==> config.mk <==
export PLATFORM = sky130hd
export DESIGN_NAME = axi_arbiter_stom_s3
export DESIGN_NICKNAME = d
export VERILOG_FILES = /design/src/rtl/axi_arbiter_stom_s3.sv
export SDC_FILE = /design/constraint.sdc
export NUM_CORES = 1
export LEC_CHECK = 0
export ABC_AREA = 1
export CAP_MARGIN = 10
export CELL_PAD_IN_SITES_DETAIL_PLACEMENT = 1
export CELL_PAD_IN_SITES_GLOBAL_PLACEMENT = 1
export CORE_MARGIN = 2
export CORE_UTILIZATION = 30
export CTS_BUF_LIST = sky130_fd_sc_hd__clkbuf_16
export CTS_CLUSTER_SIZE = 12
export DETAILED_ROUTE_END_ITERATION = 12
export PLACE_DENSITY_LB_ADDON = 0.1
export SLEW_MARGIN = 20
export SYNTH_ARGS = -nofsm -noshare
export SYNTH_HDL_FRONTEND = slang
export SYNTH_SLANG_ARGS = --single-unit
==> constraint.sdc <==
create_clock -name ACLK -period 2.37 [get_ports ACLK]
set_input_delay 0.474 -clock ACLK [delete_from_list [all_inputs] [get_ports ACLK]]
set_output_delay 0.474 -clock ACLK [all_outputs]
set_load 0.005 [all_outputs]
==> src/rtl/axi_arbiter_stom_s3.sv <==
// Slave-to-master response arbiter: round-robin B grant per beat, R grant locked
// to one slave from its first beat through RLAST.
module axi_arbiter_stom_s3 #(
   parameter int unsigned WIDTH_CID = 4,
   parameter int unsigned WIDTH_ID  = 4,
   parameter int unsigned WIDTH_SID = WIDTH_CID + WIDTH_ID,
   parameter int unsigned NUM       = 3
) (
   input  logic           ARESETn,
   input  logic           ACLK,
   input  logic [NUM-1:0] BSELECT,
   input  logic [NUM-1:0] BVALID,
   input  logic [NUM-1:0] BREADY,
   output logic [NUM-1:0] BGRANT,
   input  logic [NUM-1:0] RSELECT,
   input  logic [NUM-1:0] RVALID,
   input  logic [NUM-1:0] RREADY,
   input  logic [NUM-1:0] RLAST,
   output logic [NUM-1:0] RGRANT
);

   if (NUM < 2 || WIDTH_SID < WIDTH_CID + WIDTH_ID) begin : g_bad_param
      $error("axi_arbiter_stom_s3: unsupported parameter set");
   end

   // Reset pointer sits on the top slave so the search begins at slave0.
   localparam logic [NUM-1:0] LastRst = {1'b1, {(NUM-1){1'b0}}};

   typedef enum logic [0:0] {StBRun = 1'b0, StBWait = 1'b1} b_state_e;
   typedef enum logic [0:0] {StRRun = 1'b0, StRLock = 1'b1} r_state_e;

   b_state_e       r_b_state;
   r_state_e       r_r_state;
   logic [NUM-1:0] r_bgrant;
   logic [NUM-1:0] r_rgrant;
   logic [NUM-1:0] r_last_b;
   logic [NUM-1:0] r_last_r;

   logic [NUM-1:0] w_breq;
   logic [NUM-1:0] w_rreq;
   logic [NUM-1:0] w_bpick;
   logic [NUM-1:0] w_rpick;
   logic           w_r_hs;
   logic           w_r_last;

   // First requester found scanning upward from the slot after the one-hot pointer.
   function automatic logic [NUM-1:0] rr_pick(input logic [NUM-1:0] req,
                                              input logic [NUM-1:0] last);
      logic [NUM-1:0] grant;
      int             start;
      int             idx;
      grant = '0;
      start = 0;
      for (int i = 0; i < int'(NUM); i++) begin
         if (last[i]) start = (i + 1) % int'(NUM);
      end
      for (int k = 0; k < int'(NUM); k++) begin
         idx = (start + k) % int'(NUM);
         if (grant == '0 && req[idx]) grant[idx] = 1'b1;
      end
      return grant;
   endfunction

   assign w_breq   = BSELECT & BVALID;
   assign w_rreq   = RSELECT & RVALID;
   assign w_bpick  = rr_pick(w_breq, r_last_b);
   assign w_rpick  = rr_pick(w_rreq, r_last_r);
   assign w_r_hs   = |(w_rpick & RVALID & RREADY);
   assign w_r_last = |(w_rpick & RLAST);

   always_comb begin
      BGRANT = w_bpick;
      if (r_b_state == StBWait) BGRANT = r_bgrant;
   end

   always_comb begin
      RGRANT = w_rpick;
      if (r_r_state == StRLock) RGRANT = r_rgrant;
   end

   always_ff @(posedge ACLK or negedge ARESETn) begin
      if (!ARESETn) begin
         r_b_state <= StBRun;
         r_bgrant  <= '0;
         r_last_b  <= LastRst;
      end else begin
         case (r_b_state)
            StBRun: begin
               if (w_bpick != '0) begin
                  if ((w_bpick & BREADY) != '0) begin
                     r_last_b <= w_bpick;
                  end else begin
                     r_bgrant  <= w_bpick;
                     r_b_state <= StBWait;
                  end
               end
            end
            StBWait: begin
               // Held grant ignores newcomers until its own handshake completes.
               if (|(r_bgrant & BVALID & BREADY)) begin
                  r_last_b  <= r_bgrant;
                  r_bgrant  <= '0;
                  r_b_state <= StBRun;
               end
            end
            default: begin
               r_bgrant  <= '0;
               r_b_state <= StBRun;
            end
         endcase
      end
   end

   always_ff @(posedge ACLK or negedge ARESETn) begin
      if (!ARESETn) begin
         r_r_state <= StRRun;
         r_rgrant  <= '0;
         r_last_r  <= LastRst;
      end else begin
         case (r_r_state)
            StRRun: begin
               if (w_r_hs && w_r_last) begin
                  r_last_r <= w_rpick;
               end else if (w_rpick != '0) begin
                  r_rgrant  <= w_rpick;
                  r_r_state <= StRLock;
               end
            end
            StRLock: begin
               // Lock survives RVALID gaps; only the owner's final beat releases it.
               if (|(r_rgrant & RVALID & RREADY & RLAST)) begin
                  r_last_r  <= r_rgrant;
                  r_rgrant  <= '0;
                  r_r_state <= StRRun;
               end
            end
            default: begin
               r_rgrant  <= '0;
               r_r_state <= StRRun;
            end
         endcase
      end
   end

endmodule
; ---- Word-level counts from Yosys, hierarchy flattened
; Cells that the tools add are included.
[word_totals]
regBits = 14
input_bits = 23
out_inout_bits = 6
wordCells = 146
[classes]
n_addsub = 4
n_div = 6
n_lt_le_gt_ge = 12
n_eq_ne = 8
n_mux = 67
n_bitwise = 17
n_reduce_logical = 26
[op_table]
columns = op, count
row1 = $ge 32x1->1 const B, 6
row2 = $lt 32x4->1 const B, 6
row3 = $mod 32x3->32 const B, 6
row4 = $add 32x2->32 const B, 2
row5 = $add 32x3->32 const B, 2
row6 = $mux 32, 2
row7 = $mux 3, 19
row8 = $and 3x3->3, 11
row9 = $mux 1, 26
row10 = $pmux 3 s2, 4
row11 = $bmux 1 s2, 6
row12 = $demux 1 s2, 6
row13 = $logic_not 3->1, 4
row14 = $ne 2x2->1 const B, 6
row15 = $or 3x3->3, 4
row16 = $reduce_or 3->1, 4
row17 = $logic_and 1x1->1, 11
row18 = $reduce_and 3->1, 3
row19 = $reduce_bool 3->1, 3
row20 = $mux 2, 2
row21 = $ne 2x1->1 const B, 2
row22 = $pmux 1 s2, 2
row23 = $not 1->1, 2
row24 = $reduce_and 2->1, 1

; ---- Logic depth before layout (Yosys ltp)
[logic_depth]
ltp_word = 21
mapped_depth = 20
depth_no_buf = 20

; ---- Least setup slack after synthesis
; No wires, ideal clock.
[synth_timing]
kind = reg-to-output
startpoint = register r_last_b[2]
endpoint = output BGRANT[2]
arrival_time_ns = 2.009
required_ns = 1.896
path_slack_ns = -0.113
path_stages_with_launch = 14
n_path_buf = 1
cell_sequence = dfstp_2 -> inv_1 -> nand3_1 -> ha_1 -> buf_2 -> o211ai_2 -> nand2_1 -> nor2_1 -> nand3_1 -> nand2_1 -> inv_1 -> o21ai_1 -> nand2_1 -> o21ai_0
[synth_between]
elab_chain_cells = 14
word_cells_on_any_way = 40
cone_classes = add/sub (2) / div (3) / order compare (6) / mux (20) / bitwise (2) / reduce/logical (7)
[synth_rtl]
columns = element, line
row1 = "start, declared", 36  ; logic [NUM-1:0] r_last_b;
row2 = "start signal, assigned", 85  ; r_last_b <= LastRst;
row3 = "start signal, assigned", 91  ; r_last_b <= w_bpick;
row4 = "start signal, assigned", 101  ; r_last_b <= r_bgrant;
row5 = $mux 2 (*), 55  ; if (last[i]) start = (i + 1) % int'(NUM);
row6 = branches (longest 11 deep; another with $add 32x2->32), -
row7 = $mux 3 (*), 59  ; if (grant == '0 && req[idx]) grant[idx] = 1'b1;
row8 = $mux 3 (*), 73  ; if (r_b_state == StBWait) BGRANT = r_bgrant;
row9 = "end, declared", 14  ; output logic [NUM-1:0] BGRANT,
; Every way passes the cells marked *. The select of a mux whose other input is x is not followed.

; ---- Worst setup path in the final report
[layout_timing]
startpoint = register r_last_r[1]
endpoint = output RGRANT[0]
[layout_between]
elab_chain_cells = 15
word_cells_on_any_way = 41
cone_classes = add/sub (2) / div (3) / order compare (6) / mux (21) / bitwise (2) / reduce/logical (7)
[layout_rtl]
columns = element, line
row1 = "start, declared", 37  ; logic [NUM-1:0] r_last_r;
row2 = "start signal, assigned", 118  ; r_last_r <= LastRst;
row3 = "start signal, assigned", 123  ; r_last_r <= w_rpick;
row4 = "start signal, assigned", 132  ; r_last_r <= r_rgrant;
row5 = $mux 32 (*) (2 in a row), 55
row6 = branches (longest 11 deep; another with $add 32x2->32), -
row7 = $mux 3 (*), 59
row8 = $mux 3 (*), 78  ; if (r_r_state == StRLock) RGRANT = r_rgrant;
row9 = "end, declared", 19  ; output logic [NUM-1:0] RGRANT
; Marks and branches as above.

==> reports/results.txt <==
The flow ran to the end, but the final reports show violations. The final reports fail on setup timing. Clock skew on the completed layout was measured at 0.000773 ns. The run gives 65.1% as the final standard cell utilization of the core. Max-cap violations in this run came to 0.

The global-route wire length before repair came out at 10.3 mm. The number of detailed-routing iterations run before antenna repair was 4; the power density normalized to cell area was 1110 nW/um^2. The run gives 2075 as the overall via count from detail_route.

The share of synthesized flip-flops with an asynchronous set or reset is 100%. Hold repair after CTS inserted 0 buffers. The total length of routed met3 wires is 271 um, and the post-synthesis average cell area is 6.57 sq um. For the final worst slack, the log shows -0.691 ns. The die is 74.1 um wide. Summing all flip-flop and latch instances after layout gives 353 sq um. The internal portion of the total power is 1.75 mW. The final cell count without fillers came out at 395. For this configuration, the core starts out at a cell density of 31.2%. The run gives 358 as the placed instance count. The synthesized netlist net count is 255. The multi-input combinational cells in the finished layout cover a total of 1560 sq um. The synthesized netlist occupies a cell area of 1470 sq um. The initial antenna violation count is 0.

The highest metal layer with signal wires is met4. The clock network is responsible for 9.8% of the overall power. The synthesized design contains 14 register bits.

Setup repair after global routing could not meet its margin everywhere. Global routing usage summed across all routing layers: 24.5%. Number of standard-cell rows in the floorplan: 25. The final hold violation count was 0. The count of nets left with antenna violations once routing finished came out at 0. The run gives 360 as the layout net count. The switching share of power works out to 48.9%. Counting the fill cells in the layout gives 550. Among all flip-flop cells after synthesis, the most frequent one is dfrtp_1. The tools report the post-synthesis sequential area ratio as 24.0%.

The first routing iteration left 79 violations. The number of top-level pins was 29; the count of pins over their slew limit was 0. In this run the tightest slew margin relative to its limit is 54.0%. TritonCTS built the clock tree.

The DRC violation count after routing was 0; the die boundary height was 74.1 um. Detailed routing placed a total of 4.21 mm of wire on met2. The number of antenna repair diodes was 0. For the worst setup path, the data required time is 1.90 ns.

Routed length on met1: 3.11 mm. Summed over all layers, the global routing overflow is 0. After layout, the worst path uses 129% of the clock period. For the finished layout, the period the worst path requires is 3.06 ns. Summed over all instances, the cell type with the most area after synthesis is dfrtp_1. The power share of the sequential group was 10.8%. The layout overhead on the synthesized area is 109%, and the overall routed net length is 7.89 mm.

The area fraction of the dominant cell type after synthesis is 20.4%, and the number of H-tree levels is 1. The HPWL reported at the end of detailed placement came out at 3.85 mm. nand2_1 is the most common cell in the netlist.

For this design the static power due to leakage is 1.42 nW. The maximum vdd drop is 368 uV. Startpoint type of the worst setup path: a flip-flop. The endpoint kind of the worst setup timing path is an output port.

Yosys printed 0 warnings. Based on the critical path, the design can be clocked at up to 0.327 GHz. The total setup violations reported at the end of the flow was 20.

In the final routed layout, each cell accounts on average for 20.0 um. Summed over all nets, the switching power comes to 1.67 mW. Clock-pin slew was measured on the worst setup and hold paths at 0.05 ns. Data arrival at the endpoint of the critical path: 2.59 ns. The logs give 3 for the clock buffer count from CTS and 5490 sq um for the overall die area. Synthesis produced a netlist whose cell count is 224.

In the final layout, the share of cells above drive strength 1 is 61.0%. Yosys mapped a number of flops with a built-in enable equal to 0. The clock net in this run drives a total of 14 sinks.

The transition at the pin with the smallest max-transition slack was 0.688 ns. Category of the most critical setup path: flip-flop to output port. Entering global routing, the biggest net connects 15 pins. The run gives 2 as the maximum clock insertion buffer count. Along the worst path, the maximum fanout reaches 4. For the worst-skew pair, the clock arrives at the later sink with an insertion delay of 0.25 ns. The type of the worst min-delay path is flip-flop to flip-flop. The via count of the first global-routing pass is 2138, and the placer congestion estimate is 0.915. In the synthesized netlist, the cells that appear most often are nand2_1, nand3_1, inv_1. In this run the clock root is driven by a clkbuf_16. The netlist uses 24 different library cells. The logic gate share of total power was 79.4%; the area of the core region was 4720 sq um. Yosys attributes the largest share of cell area to dfrtp_1, nand2_1, nand3_1, ha_1, nand3_2.

Using the TritonRoute via totals, the vias-per-cell ratio works out to 5.25. The port buffer count came out at 28. Power comes to 3.42 mW.
power by group through the flow:
| stage | Clock [mW] | Combinational, mW | Sequential (mW) |
|---|---|---|---|
| 6_report | 0.336 | 2.72 | 0.370 |
| 5_1_grt | 0.347 | 2.86 | 0.372 |
| 4_1_cts | 0.336 | 2.11 | 0.360 |
| 3_5_place_dp | 0 | 1.64 | 0.351 |
| 3_3_place_gp | 0 | 1.61 | 0.348 |
| 2_1_floorplan | 0 | 0.994 | 0.337 |
path summary, 6_finish.rpt:
kind	start	end	slack [ns]	cells after the start
hold reg to reg	r_last_b[2]$_DFFE_PN1P_	r_last_b[2]$_DFFE_PN1P_	0.51	2
setup reg to reg	r_last_r[1]$_DFFE_PN0P_	r_rgrant[2]$_DFFE_PN0P_	-0.63	22
max in group asynchronous	ARESETn	r_bgrant[2]$_DFFE_PN0P_	1.29	1
setup / recovery	r_last_r[1]$_DFFE_PN0P_	RGRANT[0]	-0.69	17
hold / removal	r_last_b[2]$_DFFE_PN1P_	r_last_b[2]$_DFFE_PN1P_	0.51	2
min in group asynchronous	ARESETn	r_rgrant[1]$_DFFE_PN0P_	0.64	1
flip-flops by register name, summed over array words and instances, names as in the netlist:
register and count:
r_last_r 3, r_last_b 3, r_b_state 1, r_r_state 1, r_bgrant 3, r_rgrant 3
metrics by stage:
| step | hold WS [ns] | setup slack, ns | cell area [sq um] | setup TNS (ns) |
|---|---|---|---|---|
| 6_report | 0.512 | -0.691 | 3070 | -9.92 |
| 4_1_cts | 0.505 | -0.533 | 2760 | -6.95 |
| 2_1_floorplan | 0.178 | -0.00468 | 1520 | -0.00468 |
| 3_5_place_dp | 0.475 | -0.752 | 2180 | -8.22 |
| 5_1_grt | 0.538 | -0.811 | 3070 | -12.70 |
| 3_3_place_gp | 0.475 | -0.761 | 2180 | -7.55 |
cells in the final DEF, fill, tap and decap left out, types with 9 or more instances in the layout:
cell	count
buf_4	55
nand2_1	40
clkdlybuf4s50_1	22
nand2_2	21
nand3_2	19
buf_6	19
nand3_1	18
nand2_4	16
nand3_4	15
inv_1	13
dfrtp_1	12
inv_2	9
nor2_4	9
nand4_1	9
logic make-up (layout without fill, tap and decap cells):
family	after synthesis	after routing	share of synthesized area [%]
AO/OA/AOI/OAI	15	15	7.22
AND/OR/NAND/NOR	159	159	54.8
adder cells (fa/ha/maj)	8	8	6.80
flip-flops	14	14	24.0
buffers and inverters	28	132	7.22
worst max-delay path, cell delays in order (launching register included):
cell and delay, ns:
dfrtp_1 0.39, inv_2 0.10, nand2_2 0.07, nor2_4 0.12
inv_2 0.07, ha_4 0.31, nand2_2 0.05, nand3b_1 0.11
nand2_2 0.10, nand4_1 0.13, nand2_2 0.09, buf_6 0.13
nor2_4 0.17, buf_6 0.13, nand3_4 0.08, nand3_4 0.11
nand2_4 0.06, buf_6 0.11
layer usage:
layer,up-vias,GRT usage [%]
met5,-,0
met3,24,3.12
li1,950,-
met1,1030,28.3
met4,0,6.46
met2,71,46.9
final cells by class:
cell class / count / share of cell area, %
multi-input combinational: 182 / 50.7
timing repair buffer: 101 / 28.9
sequential: 14 / 11.5
inverter: 27 / 3.70
tap: 67 / 2.73
clock buffer: 3 / 2.44
clock inverter: 1 / 0.122
timing repair:
| item | in CTS | in global routing |
|---|---|---|
| pin swaps | 45 | 46 |
| buffers inserted | 37 | 12 |
| gates resized for setup | 105 | 64 |
| setup endpoints to repair | 20 | 20 |
No activity file was read; power rests on OpenSTA's default activity.
